File: config.mk
export PLATFORM = sky130hd
export DESIGN_NAME = seq_detector_param
export DESIGN_NICKNAME = d
export VERILOG_FILES = /design/src/rtl/seq_detector_param.sv
export SDC_FILE = /design/constraint.sdc
export NUM_CORES = 1
export LEC_CHECK = 0
export BUFFER_PORTS_ARGS = -buffer_cell sky130_fd_sc_hd__buf_4
export CAP_MARGIN = 15
export CORE_MARGIN = 1.5
export CORE_UTILIZATION = 50
export CTS_BUF_LIST = sky130_fd_sc_hd__clkbuf_2 sky130_fd_sc_hd__clkbuf_4 sky130_fd_sc_hd__clkbuf_8
export CTS_CLUSTER_DIAMETER = 120
export DETAILED_ROUTE_END_ITERATION = 10
export GPL_ROUTABILITY_DRIVEN = 0
export PLACE_DENSITY = 0.73
export SETUP_SLACK_MARGIN = 0.1
export SYNTH_ARGS = -nofsm -noshare
export SYNTH_HDL_FRONTEND = slang
export SYNTH_SLANG_ARGS = --single-unit
File: constraint.sdc
create_clock -name clk -period 2.2 [get_ports clk]
set_input_delay 0.33 -clock clk [delete_from_list [all_inputs] [get_ports clk]]
set_output_delay 0.33 -clock clk [all_outputs]
set_load 0.02 [all_outputs]
File: src/rtl/seq_detector_param.sv
// Parametrised Moore serial sequence detector with a run-time loadable
// pattern, overlap/non-overlap select, sample enable and saturating count.
module seq_detector_param #(
    parameter int                 PAT_LEN   = 4,
    parameter logic [PAT_LEN-1:0] PAT_RESET = 4'b1001,
    parameter int                 CNT_W     = 8
) (
    input  logic               clk,
    input  logic               reset,
    input  logic               din,
    input  logic               en,
    input  logic               overlap_en,
    input  logic [PAT_LEN-1:0] pattern_in,
    input  logic               pattern_load,
    input  logic               count_clr,
    output logic               dout,
    output logic [CNT_W-1:0]   match_count,
    output logic               cnt_sat
);

    localparam int FW = $clog2(PAT_LEN + 1);
    localparam logic [FW-1:0] FULL = FW'(PAT_LEN);

    logic [PAT_LEN-1:0] pat;
    logic [PAT_LEN-1:0] hist;
    logic [FW-1:0]      fill;

    logic [PAT_LEN-1:0] hist_n;
    logic [FW-1:0]      fill_n;
    logic               match;
    logic [CNT_W-1:0]   count_n;

    // Shift the new bit in and decide whether it completes the pattern.
    always_comb begin
        hist_n = {hist[PAT_LEN-2:0], din};
        fill_n = (fill == FULL) ? FULL : fill + 1'b1;
        match  = 1'b0;
        if (en && !pattern_load) begin
            match = (fill_n == FULL) && (hist_n == pat);
        end
    end

    // Next match count: clear wins over hold, a coinciding match gives one.
    always_comb begin
        count_n = match_count;
        if (count_clr) begin
            count_n = match ? CNT_W'(1) : '0;
        end else if (match && !cnt_sat) begin
            count_n = match_count + 1'b1;
        end
    end

    // Pattern, history, fill and the registered match bit.
    always_ff @(posedge clk) begin
        if (reset) begin
            pat  <= PAT_RESET;
            hist <= '0;
            fill <= '0;
            dout <= 1'b0;
        end else if (pattern_load) begin
            pat  <= pattern_in;
            fill <= '0;
            dout <= 1'b0;
        end else if (en) begin
            hist <= hist_n;
            dout <= match;
            if (match && !overlap_en) begin
                fill <= '0;
            end else begin
                fill <= fill_n;
            end
        end
    end

    // Saturating counter with its saturation flag kept in lock-step.
    always_ff @(posedge clk) begin
        if (reset) begin
            match_count <= '0;
            cnt_sat     <= 1'b0;
        end else begin
            match_count <= count_n;
            cnt_sat     <= &count_n;
        end
    end

endmodule

==> run_results.csv, run 1 <==
group,metric,value,unit
die,die-area,2474,um^2
global_route,grt_util_all_layers,0.2066,
synth,syn_avg_cell_area,9.027,um^2
place,placed_area,1306,um^2
timing,hold_viol,0,
synth,synthSimpleGateAreaFrac,0.2486,
global_route,grt_pass1_wl,3960,um
synth,synth-xor-area-share,0.06415,
worst_hold_path,hold_path_class,"primary input to register",
run,max_cap_viol_count,0,
global_route,grt_overflow_total,0,
synth,ys_types,40,
cells_and_area,nets,166,
timing,slew-limit-headroom,0.7265,
power_and_ir_drop,clkPwrFrac,0.281,
synth,ys_seq_elements,20,
power_and_ir_drop,finalPower,0.6149,mW
timing,rsz0062_at_grt,"yes",
synth,synth-compound-area-share,0.1649,
place,dp_worst_setup_slack,-0.0001330,ns
cells_and_area,finalCoreUtilization,0.7219,
power_and_ir_drop,p_switching,0.1504,mW
detailed_routing,wl_per_cell,14.81,um
clock_network,hold_buffers,0,
synth,synth_top_family_by_area,"simple AND/OR/NAND/NOR gates",
global_route,grt_start_max_net_pins,13,
critical_path,crit_path_end_kind,"register",
place,dp_hpwl,1709,um
die,die_y,49.74,um
place,port-buffer-count,20,
critical_path,critPathMaxFanout,4,
detailed_routing,routed_wl,2621,um
detailed_routing,first_iter_violations,26,
critical_path,crit_required,2.43,ns
clock_network,root_buffer,"clkbuf_4",
timing,fmax,0.4508,GHz
synth,synth_edf_count,0,
global_route,grt_pass1_vias,910,
cells_and_area,drive_gt1_frac,0.3467,
synth,ys_seq_area_frac,0.3666,
clock_network,clkLatencyLatePin,0.29,ns
cells_and_area,syn_to_final_growth,32.30,%
synth,synthArstFlopShare,0,
timing,fin_ws,-0.01831,ns
power_and_ir_drop,p_comb_frac,0.111,
clock_network,cts_sinks,20,
clock_network,clkTransAtPathRegs,0.12,ns
timing,worst_pin_slew,0.3999,ns
critical_path,start_kind,"register",
timing,period_share,1.008,
cells_and_area,diodes,0,
critical_path,critical_path_class,"register to register",
power_and_ir_drop,p_int,0.4645,mW
timing,timing.setup.tns,-0.01831,ns
synth,netlist_instances,121,
clock_network,htree_levels,1,
clock_network,cts_tree,"done",
detailed_routing,vias_per_cell,5.588,
power_and_ir_drop,p_leak,0.5965,nW
synth,synth_ff_type,"dfxtp_1",
timing,fin_skew,0.008733,ns
outcome,violations,"negative setup slack",
synth,synth.area.mux_share,0.07331,
clock_network,clockBufferDepth,2,
die,start_util,0.5456,
synth,netlist_area,1092,um^2
outcome,status,"complete, but fails checks",
cells_and_area,final_area,1445,um^2
die,die-width,49.74,um
die,design.core.area,2002,um^2
detailed_routing,ant_nets,0,
die,rows,16,
timing,finalSetupViolations,1,
clock_network,cts_buffers,3,
die,ios,21,
synth,yosys_warnings,0,
detailed_routing,drt-pass1-iter-count,4,
timing,final_max_slew_viol_count,0,
power_and_ir_drop,cellPowerDensity,425.5,nW/um^2
synth,synth_fa_ha_area_frac,0.03436,
synth,syn_nets,135,
timing,period_needed,2.218,ns
power_and_ir_drop,p_seq_frac,0.608,
power_and_ir_drop,switching_share,0.2445,
global_route,antenna_found_initial,0,
critical_path,cp_data_arrival_time,2.45,ns
detailed_routing,route.detailed.drc,0,
power_and_ir_drop,ir_worst_vdd,0.0003610,V
detailed_routing,vias,989,
## logic make-up after synthesis
logic type | count (synthesis)
simple gates | 49
compound gates | 23
flops | 20
buf+inv | 10
xor+xnor | 8
mux | 8
fa+ha+maj | 3
## synthesized netlist by cell type, types with 2 or more instances
| cell | count | area share |
|---|---|---|
| dfxtp_1 | 20 | 0.37 |
| nor2_1 | 15 | 0.052 |
| nand2_1 | 9 | 0.031 |
| mux2i_1 | 8 | 0.073 |
| inv_1 | 6 | 0.021 |
| a21oi_1 | 5 | 0.023 |
| nand3_1 | 5 | 0.023 |
| nor3_1 | 5 | 0.023 |
| xor2_1 | 5 | 0.040 |
| ha_1 | 3 | 0.034 |
| o21ai_0 | 3 | 0.014 |
| xnor2_1 | 3 | 0.024 |
| a2111oi_0 | 2 | 0.016 |
| a31oi_1 | 2 | 0.011 |
| buf_6 | 2 | 0.021 |
| clkbuf_1 | 2 | 0.0069 |
| nor3b_1 | 2 | 0.014 |
| nor4b_1 | 2 | 0.016 |
## flip-flops by register name, indices dropped and copies added (netlist names)
signal / flops
cnt_sat: 1
dout: 1
match_count: 8
fill: 3
hist: 3
pat: 4
## routing by layer
metal / up-vias / routed length [um] / global-route usage
met2: 27 / 1266 / 0.3400
met3: 2 / 89 / 0.03636
li1: 495 / - / -
met5: - / 0 / 0
met1: 465 / 1244 / 0.2660
met4: 0 / 21 / 0.08333
## timing repair
| item | in CTS | in global routing |
|---|---|---|
| resized for setup | 3 | 12 |
| endpoints found under the setup margin | 2 | 4 |
| setup buffers | 1 | 6 |
| pin swaps | 0 | 7 |
## power groups by stage
stage          clock, mW  sequential [mW]  combinational, mW
5_1_grt            0.186            0.375             0.0745
3_5_place_dp           0            0.383             0.0621
2_1_floorplan          0            0.382             0.0418
4_1_cts            0.174            0.373             0.0639
6_report           0.173            0.374             0.0683
3_3_place_gp           0            0.383             0.0605
## through the flow
step | hold WS [ns] | instances
after floorplan | 0.4425 | 121
after global placement | 0.4763 | 167
after detailed placement | 0.5040 | 167
after CTS | 0.2498 | 171
after global routing | 0.2800 | 177
final | 0.2549 | 177
## cells in the final DEF, fill, tap and decap left out, types with 3 or more instances in the layout
cell type and n:
a21oi_1 5, buf_4 27, clkbuf_4 3, dfxtp_1 18, inv_1 5, mux2i_1 8, nand2_1 9, nand3_1 5
nor2_1 15, nor3_1 3, o21ai_0 3, xnor2_1 3, xor2_1 5
## area by class of cell
type | instances | area [um^2]
sequential | 20 | 405.4
multi-input combinational | 91 | 720.7
timing repair buffer | 30 | 240.2
clock buffer | 3 | 22.52
fill | 159 | 556.8
tap | 27 | 33.78
inverter | 6 | 22.52
## worst max-delay path: stages (launching register included)
cell and delay [ns]:
dfxtp_4 0.38, inv_2 0.09, ha_4 0.13, nand3b_1 0.17, or4b_4 0.50, or4_4 0.51, a21oi_4 0.15, o211ai_2 0.10
a211oi_2 0.14
## path summary, 6_finish.rpt
kind	start	to	slack, ns	cells after the start
hold reg to reg	pat[0]$_SDFFE_PP1P_	pat[0]$_SDFFE_PP1P_	0.52	2
hold / removal	pattern_in[0]	pat[0]$_SDFFE_PP1P_	0.25	3
setup / recovery	fill[0]$_SDFFE_PP0P_	cnt_sat$_SDFF_PP0_	-0.02	8
setup reg to reg	fill[0]$_SDFFE_PP0P_	cnt_sat$_SDFF_PP0_	-0.02	8
No activity file was read; power rests on OpenSTA's default activity.
==> inputs of run 2 (changes only) <==
--- a/config.mk
+++ b/config.mk
@@ -10,3 +10,3 @@
 export CORE_MARGIN = 1.5
-export CORE_UTILIZATION = 50
+export CORE_UTILIZATION = 25
 export CTS_BUF_LIST = sky130_fd_sc_hd__clkbuf_2 sky130_fd_sc_hd__clkbuf_4 sky130_fd_sc_hd__clkbuf_8
@@ -15,3 +15,3 @@
 export GPL_ROUTABILITY_DRIVEN = 0
-export PLACE_DENSITY = 0.73
+export PLACE_DENSITY = 0.41
 export SETUP_SLACK_MARGIN = 0.1
==> constraint.sdc (replaced) <==
create_clock -name clk -period 2.2 [get_ports clk]
set_input_delay 0.22 -clock clk [delete_from_list [all_inputs] [get_ports clk]]
set_output_delay 0.22 -clock clk [all_outputs]
set_load 0.02 [all_outputs]
==> run 2 against run 1 <==
Effect of this change: the run now ends clean; first-iteration DRC count is 69% higher; final cell count is 17% higher; power is 18% higher; non-clock buffer count is 6 higher; count of clock-buffer cells in the layout is 1 higher; worst setup slack better by 0.033 ns; die area is 93% higher; register-to-register slack better by 0.03 ns; sequential cell count stayed put; worst hold slack worse by 0.076 ns; core utilization is 35 points lower; critical endpoint unchanged.
==> run_results.csv, run 2 (same netlist as run 1, synthesis figures left out) <==
group,metric,value,unit
cells_and_area,seq_area,407.9,um^2
critical_path,critical_path_class,"register to register",
timing,fin_skew,0.002948,ns
global_route,grt-busiest-layer,"met2",
die,die-area,4775,um^2
timing,period_needed,2.186,ns
critical_path,critPathMaxFanout,4,
die,ios,21,
timing,slew-limit-headroom,0.7340,
clock_network,hold_buffers,0,
clock_network,clkLatencyLatePin,0.26,ns
cells_and_area,final_common_cell,"buf_4",
detailed_routing,drt-pass1-iter-count,4,
timing,final_max_slew_viol_count,0,
die,start_util,0.2673,
detailed_routing,wl_per_cell,13.00,um
critical_path,cp_data_arrival_time,2.36,ns
timing,fmax,0.4575,GHz
place,dp_hpwl,2070,um
timing,hold_viol,0,
cells_and_area,largest-register,"match_count",
global_route,grt_pass1_vias,953,
global_route,grt_start_max_net_pins,12,
global_route,grt_pass1_wl,4623,um
critical_path,crit_path_end_kind,"register",
detailed_routing,vias_per_cell,4.841,
cells_and_area,multi_input_area,706.9,um^2
critical_path,path_buf_inv,0,
clock_network,cts_sinks,20,
outcome,status,"finished clean",
cells_and_area,reg.largest.list,"match_count x8, pat x4",
cells_and_area,fillers,447,
global_route,antenna_found_initial,0,
power_and_ir_drop,cellPowerDensity,477.7,nW/um^2
clock_network,root_buffer,"clkbuf_8",
clock_network,cts_buffers,3,
detailed_routing,vias,1002,
cells_and_area,syn_to_final_growth,39.63,%
power_and_ir_drop,ir_worst_vdd,0.0003125,V
clock_network,cts_tree,"done",
clock_network,htree_levels,1,
die,rows,23,
timing,worst_pin_slew,0.3977,ns
detailed_routing,ant_nets,0,
timing,period_share,0.9935,
cells_and_area,diodes,0,
die,die-width,69.10,um
clock_network,clockBufferDepth,2,
run,max_cap_viol_count,0,
cells_and_area,drive_gt1_frac,0.4013,
critical_path,crit_family,"simple AND/OR/NAND/NOR gates",
critical_path,crit_required,2.38,ns
critical_path,slowest_delay,0.51,ns
worst_hold_path,hold_path_class,"primary input to register",
cells_and_area,final_cell_mix,"buf_4 (36), dfxtp_1 (16), nor2_1 (15)",
timing,fin_ws,0.01426,ns
die,die_y,69.10,um
timing,finalSetupViolations,0,
critical_path,cpMaxStageDelayCell,"or4_4",
place,dp_worst_setup_slack,-0.06496,ns
cells_and_area,largest_reg_flops,8,
place,port-buffer-count,20,
global_route,gr-usage-met2,0.1784,
clock_network,clkTransAtPathRegs,0.08,ns
detailed_routing,routed_wl,2691,um
global_route,grt_util_all_layers,0.1173,
cells_and_area,nets,172,
timing,timing.setup.tns,0,ns
critical_path,worst-r2r-setup-slack,0.01,ns
global_route,grt_overflow_total,0,
global_route,met3_usage,0.02193,
power_and_ir_drop,p_leak,0.6088,nW
detailed_routing,route.detailed.drc,0,
timing,rsz0062_at_grt,"yes",
die,design.core.area,4086,um^2
global_route,grt_util_met1,0.1632,
critical_path,cp_cell_sequence,"ha_2 -> nand3b_1 -> or4b_4 -> or4_4 -> a21oi_4 -> o211ai_2 -> a211oi_2",
detailed_routing,first_iter_violations,44,
critical_path,start_kind,"register",
-- run 2: stage by stage --
step / utilization / instance area [um^2] / hold WS, ns / total power [mW] / instances
floorplan: - / 1139 / 0.3325 / 0.4235 / 121
global placement: 0.3429 / 1401 / 0.4355 / 0.4469 / 199
detailed placement: 0.3429 / 1401 / 0.4468 / 0.4480 / 199
CTS: 0.3653 / 1493 / 0.1780 / 0.7421 / 205
global route: 0.3732 / 1525 / 0.1773 / 0.7689 / 207
finish: 0.3732 / 1525 / 0.1784 / 0.7286 / 207
-- run 2: worst register-to-register path, stage by stage, from the launching register on --
cell	delay, ns
dfxtp_4	0.36
ha_2	0.21
nand3b_1	0.13
or4b_4	0.49
or4_4	0.51
a21oi_4	0.14
o211ai_2	0.10
a211oi_2	0.16
-- run 2: worst paths after layout --
path                            cells after the start                  end            startpoint
worst max-delay path                                7   cnt_sat$_SDFF_PP0_  fill[0]$_SDFFE_PP0P_
worst min-delay path                                3  pat[0]$_SDFFE_PP1P_         pattern_in[0]
worst max register to register                      7   cnt_sat$_SDFF_PP0_  fill[0]$_SDFFE_PP0P_
worst min register to register                      2  pat[0]$_SDFFE_PP1P_   pat[0]$_SDFFE_PP1P_
-- run 2: routing by layer --
layer | vias up | routed length (um)
li1 | 510 | -
met1 | 471 | 1339
met2 | 15 | 1217
met3 | 6 | 77
met4 | 0 | 57
met5 | - | 0
-- run 2: where the power goes --
group,leakage [nW],total (mW),switching [mW],internal (mW)
Combinational,0.416,0.0669,0.0353,0.0316
Clock,0.0288,0.288,0.129,0.159
Sequential,0.164,0.373,0.00541,0.368
-- run 2: layout make-up --
cell class	count	share of cell area
multi-input cells	91	0.4635
flip-flops and latches	20	0.2674
repair buffers	36	0.1772
well taps	50	0.04102
clock buffers	4	0.03610
inverters	6	0.01477
-- run 2: repair_timing --
action,in CTS,in global routing
setup buffers,2,2
pin swaps,2,0
gates resized for setup,5,4
endpoints found under the setup margin,2,4
